File: src/rtl/onehot_pkg.sv
// onehot_pkg: shared types for the one-hot stepper.
//   cmd_e   - command encoding on the cmd input
//   state_e - index state machine states (no line active / one line active)
package onehot_pkg;

  typedef enum logic [1:0] {
    CMD_LOAD  = 2'b00,
    CMD_UP    = 2'b01,
    CMD_DOWN  = 2'b10,
    CMD_CLEAR = 2'b11
  } cmd_e;

  typedef enum logic {
    ST_EMPTY  = 1'b0,
    ST_ACTIVE = 1'b1
  } state_e;

endpackage

File: src/rtl/onehot_dec.sv
// onehot_dec: combinational binary-to-one-hot decoder.
// Ports:
//   en  in  1      enable; all outputs zero when low
//   idx in  IN_W   binary index
//   y   out OUT_W  one-hot decode; all zero when idx >= OUT_W
module onehot_dec #(
  parameter int IN_W  = 3,
  parameter int OUT_W = 8
) (
  input  logic             en,
  input  logic [IN_W-1:0]  idx,
  output logic [OUT_W-1:0] y
);

  // Indices at or above OUT_W match no line, so they decode to zero.
  always_comb begin
    y = '0;
    for (int unsigned i = 0; i < OUT_W; i++) begin
      if (en && (idx == IN_W'(i))) y[i] = 1'b1;
    end
  end

endmodule

File: src/rtl/onehot_stepper.sv
// onehot_stepper: registered one-hot select with an index state machine
// (LOAD / UP / DOWN / CLEAR) and a one-entry valid/ready output stage.
// Ports:
//   clk, rst             clock, synchronous active-high reset
//   in_valid/in_ready    command handshake
//   cmd, idx             command and LOAD index
//   out_valid/out_ready  result handshake
//   y, idx_q             one-hot select and current index (0 when EMPTY)
//   wrapped, err         per-result flags
//   state_dbg            current state machine state
//
// Handshake: a transfer happens on a rising edge where valid && ready.
// in_ready = !rst && (!out_valid || out_ready) and never looks at in_valid.
// A result stays stable while out_valid && !out_ready.
module onehot_stepper
  import onehot_pkg::*;
#(
  parameter int IN_W  = 3,
  parameter int OUT_W = 8,
  parameter bit WRAP  = 1'b1
) (
  input  logic             clk,
  input  logic             rst,
  input  logic             in_valid,
  output logic             in_ready,
  input  logic [1:0]       cmd,
  input  logic [IN_W-1:0]  idx,
  output logic             out_valid,
  input  logic             out_ready,
  output logic [OUT_W-1:0] y,
  output logic [IN_W-1:0]  idx_q,
  output logic             wrapped,
  output logic             err,
  output state_e           state_dbg
);

  // One extra bit so OUT_W itself is representable when OUT_W == 2**IN_W.
  localparam int XW = IN_W + 1;
  localparam logic [XW-1:0] LIMIT = XW'(OUT_W);
  localparam logic [XW-1:0] LAST  = XW'(OUT_W - 1);

  state_e             state_q, state_d;
  logic [IN_W-1:0]    cur_q, cur_d;
  logic [OUT_W-1:0]   y_q, dec_y;
  logic               out_valid_q, wrapped_q, err_q;
  logic               wrapped_d, err_d;
  logic               accept;
  logic [XW-1:0]      cur_x, ld_x, nxt_x;
  logic               unused_nxt_msb;

  assign in_ready = !rst && (!out_valid_q || out_ready);
  assign accept   = in_valid && in_ready;

  assign cur_x = {1'b0, cur_q};
  assign ld_x  = {1'b0, idx};

  always_comb begin
    state_d   = state_q;
    nxt_x     = cur_x;
    wrapped_d = 1'b0;
    err_d     = 1'b0;
    case (cmd_e'(cmd))
      CMD_LOAD: begin
        if (ld_x < LIMIT) begin
          state_d = ST_ACTIVE;
          nxt_x   = ld_x;
        end else begin
          state_d = ST_EMPTY;
          nxt_x   = '0;
          err_d   = 1'b1;
        end
      end
      CMD_UP: begin
        if (state_q == ST_EMPTY) begin
          state_d = ST_ACTIVE;
          nxt_x   = '0;
        end else if (cur_x == LAST) begin
          // Saturating mode keeps the index but still flags the end hit.
          wrapped_d = 1'b1;
          if (WRAP) nxt_x = '0;
        end else begin
          nxt_x = cur_x + XW'(1);
        end
      end
      CMD_DOWN: begin
        if (state_q == ST_EMPTY) begin
          state_d = ST_ACTIVE;
          nxt_x   = LAST;
        end else if (cur_x == '0) begin
          wrapped_d = 1'b1;
          if (WRAP) nxt_x = LAST;
        end else begin
          nxt_x = cur_x - XW'(1);
        end
      end
      default: begin
        state_d = ST_EMPTY;
        nxt_x   = '0;
      end
    endcase
  end

  // nxt_x never reaches OUT_W, so its top bit is always zero.
  assign cur_d          = nxt_x[IN_W-1:0];
  assign unused_nxt_msb = nxt_x[IN_W];

  onehot_dec #(
    .IN_W  (IN_W),
    .OUT_W (OUT_W)
  ) u_dec (
    .en  (state_d == ST_ACTIVE),
    .idx (cur_d),
    .y   (dec_y)
  );

  always_ff @(posedge clk) begin
    if (rst) begin
      state_q     <= ST_EMPTY;
      cur_q       <= '0;
      y_q         <= '0;
      out_valid_q <= 1'b0;
      wrapped_q   <= 1'b0;
      err_q       <= 1'b0;
    end else if (accept) begin
      // Covers accept-and-drain too: the new result replaces the old one.
      state_q     <= state_d;
      cur_q       <= cur_d;
      y_q         <= dec_y;
      wrapped_q   <= wrapped_d;
      err_q       <= err_d;
      out_valid_q <= 1'b1;
    end else if (out_ready) begin
      // Drain only: y/idx_q keep the last state value.
      out_valid_q <= 1'b0;
    end
  end

  assign out_valid = out_valid_q;
  assign y         = y_q;
  assign idx_q     = cur_q;
  assign wrapped   = wrapped_q;
  assign err       = err_q;
  assign state_dbg = state_q;

endmodule

File: config.mk
export PLATFORM = sky130hd
export DESIGN_NAME = onehot_stepper
export DESIGN_NICKNAME = d
export VERILOG_FILES = /design/src/rtl/onehot_pkg.sv /design/src/rtl/onehot_dec.sv /design/src/rtl/onehot_stepper.sv
export SDC_FILE = /design/constraint.sdc
export NUM_CORES = 1
export LEC_CHECK = 0
export ABC_CLOCK_PERIOD_IN_PS = 1800
export CELL_PAD_IN_SITES_DETAIL_PLACEMENT = 1
export CELL_PAD_IN_SITES_GLOBAL_PLACEMENT = 1
export CORE_MARGIN = 10
export CORE_UTILIZATION = 30
export DETAILED_ROUTE_END_ITERATION = 16
export GPL_TIMING_DRIVEN = 0
export PLACE_DENSITY = 0.83
export SLEW_MARGIN = 20
export SYNTH_ARGS = -nofsm -noshare
export SYNTH_HDL_FRONTEND = slang
export SYNTH_HIERARCHICAL = 1
export SYNTH_SLANG_ARGS = --single-unit
File: constraint.sdc
create_clock -name clk -period 1.8 [get_ports clk]
set_input_delay 0.54 -clock clk [delete_from_list [all_inputs] [get_ports clk]]
set_output_delay 0.54 -clock clk [all_outputs]
set_load 0.02 [all_outputs]
==> After elaboration in Yosys (flattened, before gate mapping) <==
Cells that the tools add are included.
{ "classes": {"n_addsub": 2, "order_cmp": 1, "n_eq_ne": 10, "muxes": 25, "reduce_logical": 18} }
{ "ops": {"columns": ["op", "n"], "rows": [
  ["two-way mux 1 bit", 17],
  ["equality test 3 bit, second input constant", 5],
  ["two-way mux 3 bit", 5],
  ["logical AND 1 bit", 10],
  ["one-hot mux 3 bit (3 select lines)", 1],
  ["equality test 3 x 2 -> 1 bit, second input constant", 2],
  ["logical NOT 4 bit", 1],
  ["< comparator 3 x 4 -> 1 bit, second input constant", 1],
  ["one-hot mux 1 bit (2 select lines)", 2],
  ["adder 3 x 1 -> 3 bit, second input constant", 1],
  ["equality test 3 x 1 -> 1 bit, second input constant", 1],
  ["logical NOT 3 bit", 1],
  ["subtractor 3 x 1 -> 3 bit, second input constant", 1],
  ["equality test 2 x 1 -> 1 bit, second input constant", 1],
  ["equality test 2 bit, second input constant", 1],
  ["logical NOT 1 bit", 2],
  ["logical NOT 2 bit", 1],
  ["nonzero test 2 bit", 1],
  ["OR reduction 2 bit", 1],
  ["logical OR 1 bit", 1]
]} }
{ "totals": {"reg_bits": 15, "in_bits": 9, "wordCells": 62} }

==> Logic depth before layout (Yosys ltp) <==
{ "depth": {"ltp_word": 7, "mapped_depth": 8} }

==> Hierarchy <==
Netlist, hierarchy kept.
{ "by_module_without_submodules": {"columns": ["mod", "n_inst", "cells_per_inst", "area_per_inst_um2", "seq_area_each_um2"], "rows": [
  ["onehot_stepper", 1, 95, 764.5, 280.3],
  ["onehot_dec", 1, 8, 96.3, 0.0]
]} }

==> Worst setup path after synthesis <==
OpenSTA, ideal clock, no wires.
{ "synth_timing": {"kind": "register -> register", "from": "register cur_q[0], in the netlist idx_q[0]", "to": "register y_q[1], in the netlist y[1]", "setup_time_ps": 59, "arrival_ps": 1869, "setup_slack_ps": -128, "stages_incl_launch_ff": 9, "period_less_slack_ps": 1928, "path_cell_list": "dfxtp_1 -> inv_1 -> ha_1 -> or4b_1 -> nand3_2 -> a21oi_2 -> and4bb_2 -> nand2_1 -> nand2_1"} }
{ "synth_via": {"elab_chain_len": 7, "elab_cells_between_ends": 12} }
{ "synth_rtl": {"columns": ["element", "line", "text"], "rows": [
  ["start, declared", "onehot_stepper.sv:43", "logic [IN_W-1:0] cur_q, cur_d;"],
  ["start signal, assigned", "onehot_stepper.sv:127", "cur_q <= cur_d;"],
  ["subtractor 3 x 1 -> 3 bit (tied with other cells)", "onehot_stepper.sv:93", "nxt_x = cur_x - XW'(1);"],
  ["two-way mux 3 bit (on tied branches)", "onehot_stepper.sv:89, onehot_stepper.sv:77", null],
  ["two-way mux 3 bit (on tied branches)", "onehot_stepper.sv:86, onehot_stepper.sv:74", null],
  ["one-hot mux 3 bit (3 select lines) *", "onehot_stepper.sv:62", "case (cmd_e'(cmd))"],
  ["named net nxt_x[2]", "onehot_stepper.sv:48", "logic [XW-1:0] cur_x, ld_x, nxt_x;"],
  ["equality test 3 x 1 -> 1 bit *", "onehot_dec.sv:19", "if (en && (idx == IN_W'(i))) y[i] = 1'b1;"],
  ["logical AND 1 bit *", "onehot_dec.sv:19", null],
  ["two-way mux 1 bit *", "onehot_dec.sv:19", null],
  ["named net dec_y[1]", "onehot_stepper.sv:44", "logic [OUT_W-1:0] y_q, dec_y;"],
  ["end signal, assigned", "onehot_stepper.sv:128", "y_q <= dec_y;"],
  ["end, declared", "onehot_stepper.sv:44", null]
]} }
The timed path passes the listed nets; every way through them passes the cells marked *.
A chain may end at the register's enable or synchronous reset.

==> Final worst setup path <==
{ "layout_timing": {"from": "register cur_q[0], in the netlist idx_q[0]", "to": "register y_q[4], in the netlist y[4]"} }
{ "layout_via": {"elab_chain_len": 7, "elab_cells_between_ends": 12} }
{ "layout_rtl": {"columns": ["element", "line"], "rows": [
  ["subtractor 3 x 1 -> 3 bit (tied with other cells)", "onehot_stepper.sv:93"],
  ["two-way mux 3 bit (on tied branches)", "onehot_stepper.sv:89, onehot_stepper.sv:77"],
  ["two-way mux 3 bit (on tied branches)", "onehot_stepper.sv:86, onehot_stepper.sv:74"],
  ["one-hot mux 3 bit (3 select lines) *", "onehot_stepper.sv:62"],
  ["named net nxt_x[1]", "onehot_stepper.sv:48"],
  ["equality test 3 bit *", "onehot_dec.sv:19"],
  ["logical AND 1 bit *", "onehot_dec.sv:19"],
  ["two-way mux 1 bit *", "onehot_dec.sv:19"],
  ["named net dec_y[4]", "onehot_stepper.sv:44"]
]} }
Marked as above.

==> impl_metrics.ini <==
[run_status]
outcome = finished, violations left
violations = negative setup slack

[synthesis]
ys_types = 31
synthSimpleGateAreaFrac_pct = 38.1
synth_seq_cells = 14
synth_flop_cell = dfxtp_1
synth_edf_count = 0
syn_avg_cell_area_um2 = 8.36
syn-num-nets = 120
synthCells = 103
synth_area_um2 = 861
synthMuxAreaShare_pct = 2.62
yosys_warnings = 6
synthAdderAreaFrac_pct = 11.6
async_flop_share_pct = 0
synth_compound_area_share_pct = 8.43
yosysSeqAreaShare_pct = 32.6
synth_top_family_by_area = simple AND/OR/NAND/NOR gates
synthXorXnorAreaFrac_pct = 0

[clocking]
cts.sinks = 14
numCtsBuffers = 3
root_buffer = clkbuf_4
htreeDepth = 1
cts_buffer_depth = 2
insertion_delay_ps = 280
cts_tree = built
clkTransAtPathRegs_ps = 90

[die]
die_area_um2 = 5410
pin_count = 25
rows = 19
die_y_um = 73.6
start_util_pct = 31.2
fp.dieW_um = 73.6
core-area_um2 = 2760

[global_route]
grt.overflow.total = 0
grt_pass1_vias = 1028
grt_usage_pct = 12.3
grt_max_degree = 11
grt_pass1_wl_um = 5300
antenna_found_initial = 0

[layout]
final_nets = 159
n_fill_cell = 331
final_common_cell = nand2_1
antennaDiodeCount = 0
layout_common_cells = 19 x nand2_1, 13 x buf_4, 13 x nand3_1
drive_gt1_share_pct = 40.4
areaGrowthSynthToFinish_pct = 64.7

[place]
portBuffers = 22
hpwl_um = 1950
place_congestion = 0.822

[power_and_ir_drop]
ir_drop_uv = 521
leakagePower_nw = 0.747
p_per_area_nw_per_um2 = 565

[detailed_routing]
totalWireLength_um = 3190
drt_iter0_markers = 39
vias = 921
vias_per_cell = 5.35
drc = 0
drtPass1Iterations = 4
drt-wirelength-per-cell_um = 18.5
antenna_left = 0

[timing]
fin_crit_sh_pct = 102
post-route-min-period_ps = 1840
setup_ws_ps = -36.9
max-slew-margin-rel_pct = 59.4
worst_slew_pin_slew_ps = 606
finalMaxSlewViolations = 0
rsz0062_at_grt = yes
finClkSkew_ps = 1.00
hold_viol_final = 0
hold_slack_ps = 455
tns_ps = -111
max_freq_mhz = 544
setup_viol = 4

[critical_path]
start_kind = register
worstSetupPathType = reg2reg
worstPathArrival_ps = 2020
cp.required_ps = 1990
critPathCaptureType = register
path_max_fanout = 8

[hold_path]
hold_class = reg2reg

[job]
max_cap_viol_count = 0
-- metal layers --
layer	track usage, %	vias up	share of wire, %
met4	2.28	0	0.44
li1	-	444	-
met2	21.8	19	53
met3	4.85	2	6.2
met5	0	-	0
met1	13.4	456	40
-- critical path: stages (launching register included) --
cell,delay [ps]
dfxtp_4,370
ha_2,180
ha_2,190
nand4b_1,260
a31oi_4,350
and4bb_2,290
nand2_1,60
nand2_1,50
-- through the flow --
stage / cells / util, % / total power, W / setup WS, ps / area (µm²)
floorplan: 103 / - / 0.000441 / 24.7 / 866
global placement: 156 / 40.8 / 0.000503 / -632 / 1120
detailed placement: 156 / 40.8 / 0.000513 / -771 / 1120
CTS: 167 / 47.9 / 0.000779 / -89.1 / 1320
global route: 172 / 51.4 / 0.000845 / -136 / 1420
finish: 172 / 51.4 / 0.000802 / -36.9 / 1420
-- synthesized netlist by cell type, drive strengths merged, types with 2 or more instances --
cell / instances / share of area, %
buf: 3 / 2.3
ha: 8 / 12
nand2: 20 / 8.7
nor2: 3 / 1.3
o21ai: 3 / 1.7
nand3: 15 / 9.3
dfxtp: 14 / 33
a21oi: 3 / 2.2
clkbuf: 2 / 0.87
inv: 7 / 3.1
and4b: 3 / 3.9
a31oi: 2 / 1.5
mux2: 2 / 2.6
nor3: 2 / 1.7
and4bb: 3 / 4.4
nor2b: 3 / 2.2
-- where the power goes --
part           internal (W)  leakage, nW  switching, W
clock              0.000123       0.0210      0.000115
combinational      0.000102        0.611      0.000130
sequential         0.000321        0.115     0.0000101
total              0.000547        0.747      0.000255
-- layout make-up --
cell class                 instances  area, µm²  share of cell area [%]
inverter                           7       28.8                    2.03
timing repair buffer              32        305                    21.5
clock buffer                       4       36.3                    2.56
sequential                        14        288                    20.3
tap                               31       38.8                    2.74
buffer                             5       27.5                    1.94
multi-input combinational         79        693                    48.9
-- what timing repair did --
item	in CTS	in global routing
cloned	2	0
endpoints found under the setup margin	16	19
hold buffers	0	0
hold endpoints to repair	0	0
resized for setup	39	20
pin swaps	12	11
setup buffers	5	5
-- flip-flops by register name, summed over array words and instances (netlist names) --
register   flops
state_dbg      1
wrapped        1
y              8
idx_q          3
out_valid      1
-- path summary, 6_finish.rpt --
| kind | startpoint | depth (start not counted) | endpoint | slack (ps) |
|---|---|---|---|---|
| max | idx_q[0] | 7 | y[4] | -40 |
| min | y[3] | 2 | y[3] | 460 |
| max reg2reg | idx_q[0] | 7 | y[4] | -40 |
| min reg2reg | y[3] | 2 | y[3] | 460 |
-- kinds of logic (layout without fill, tap and decap cells) --
kind of cell    after synthesis  in the layout
fa+ha+maj                     8              8
other cells                   1              1
mux                           2              2
flops                        14             14
buf+inv                      12             48
simple gates                 55             55
compound gates               11             13
No activity file was read; power rests on OpenSTA's default activity.
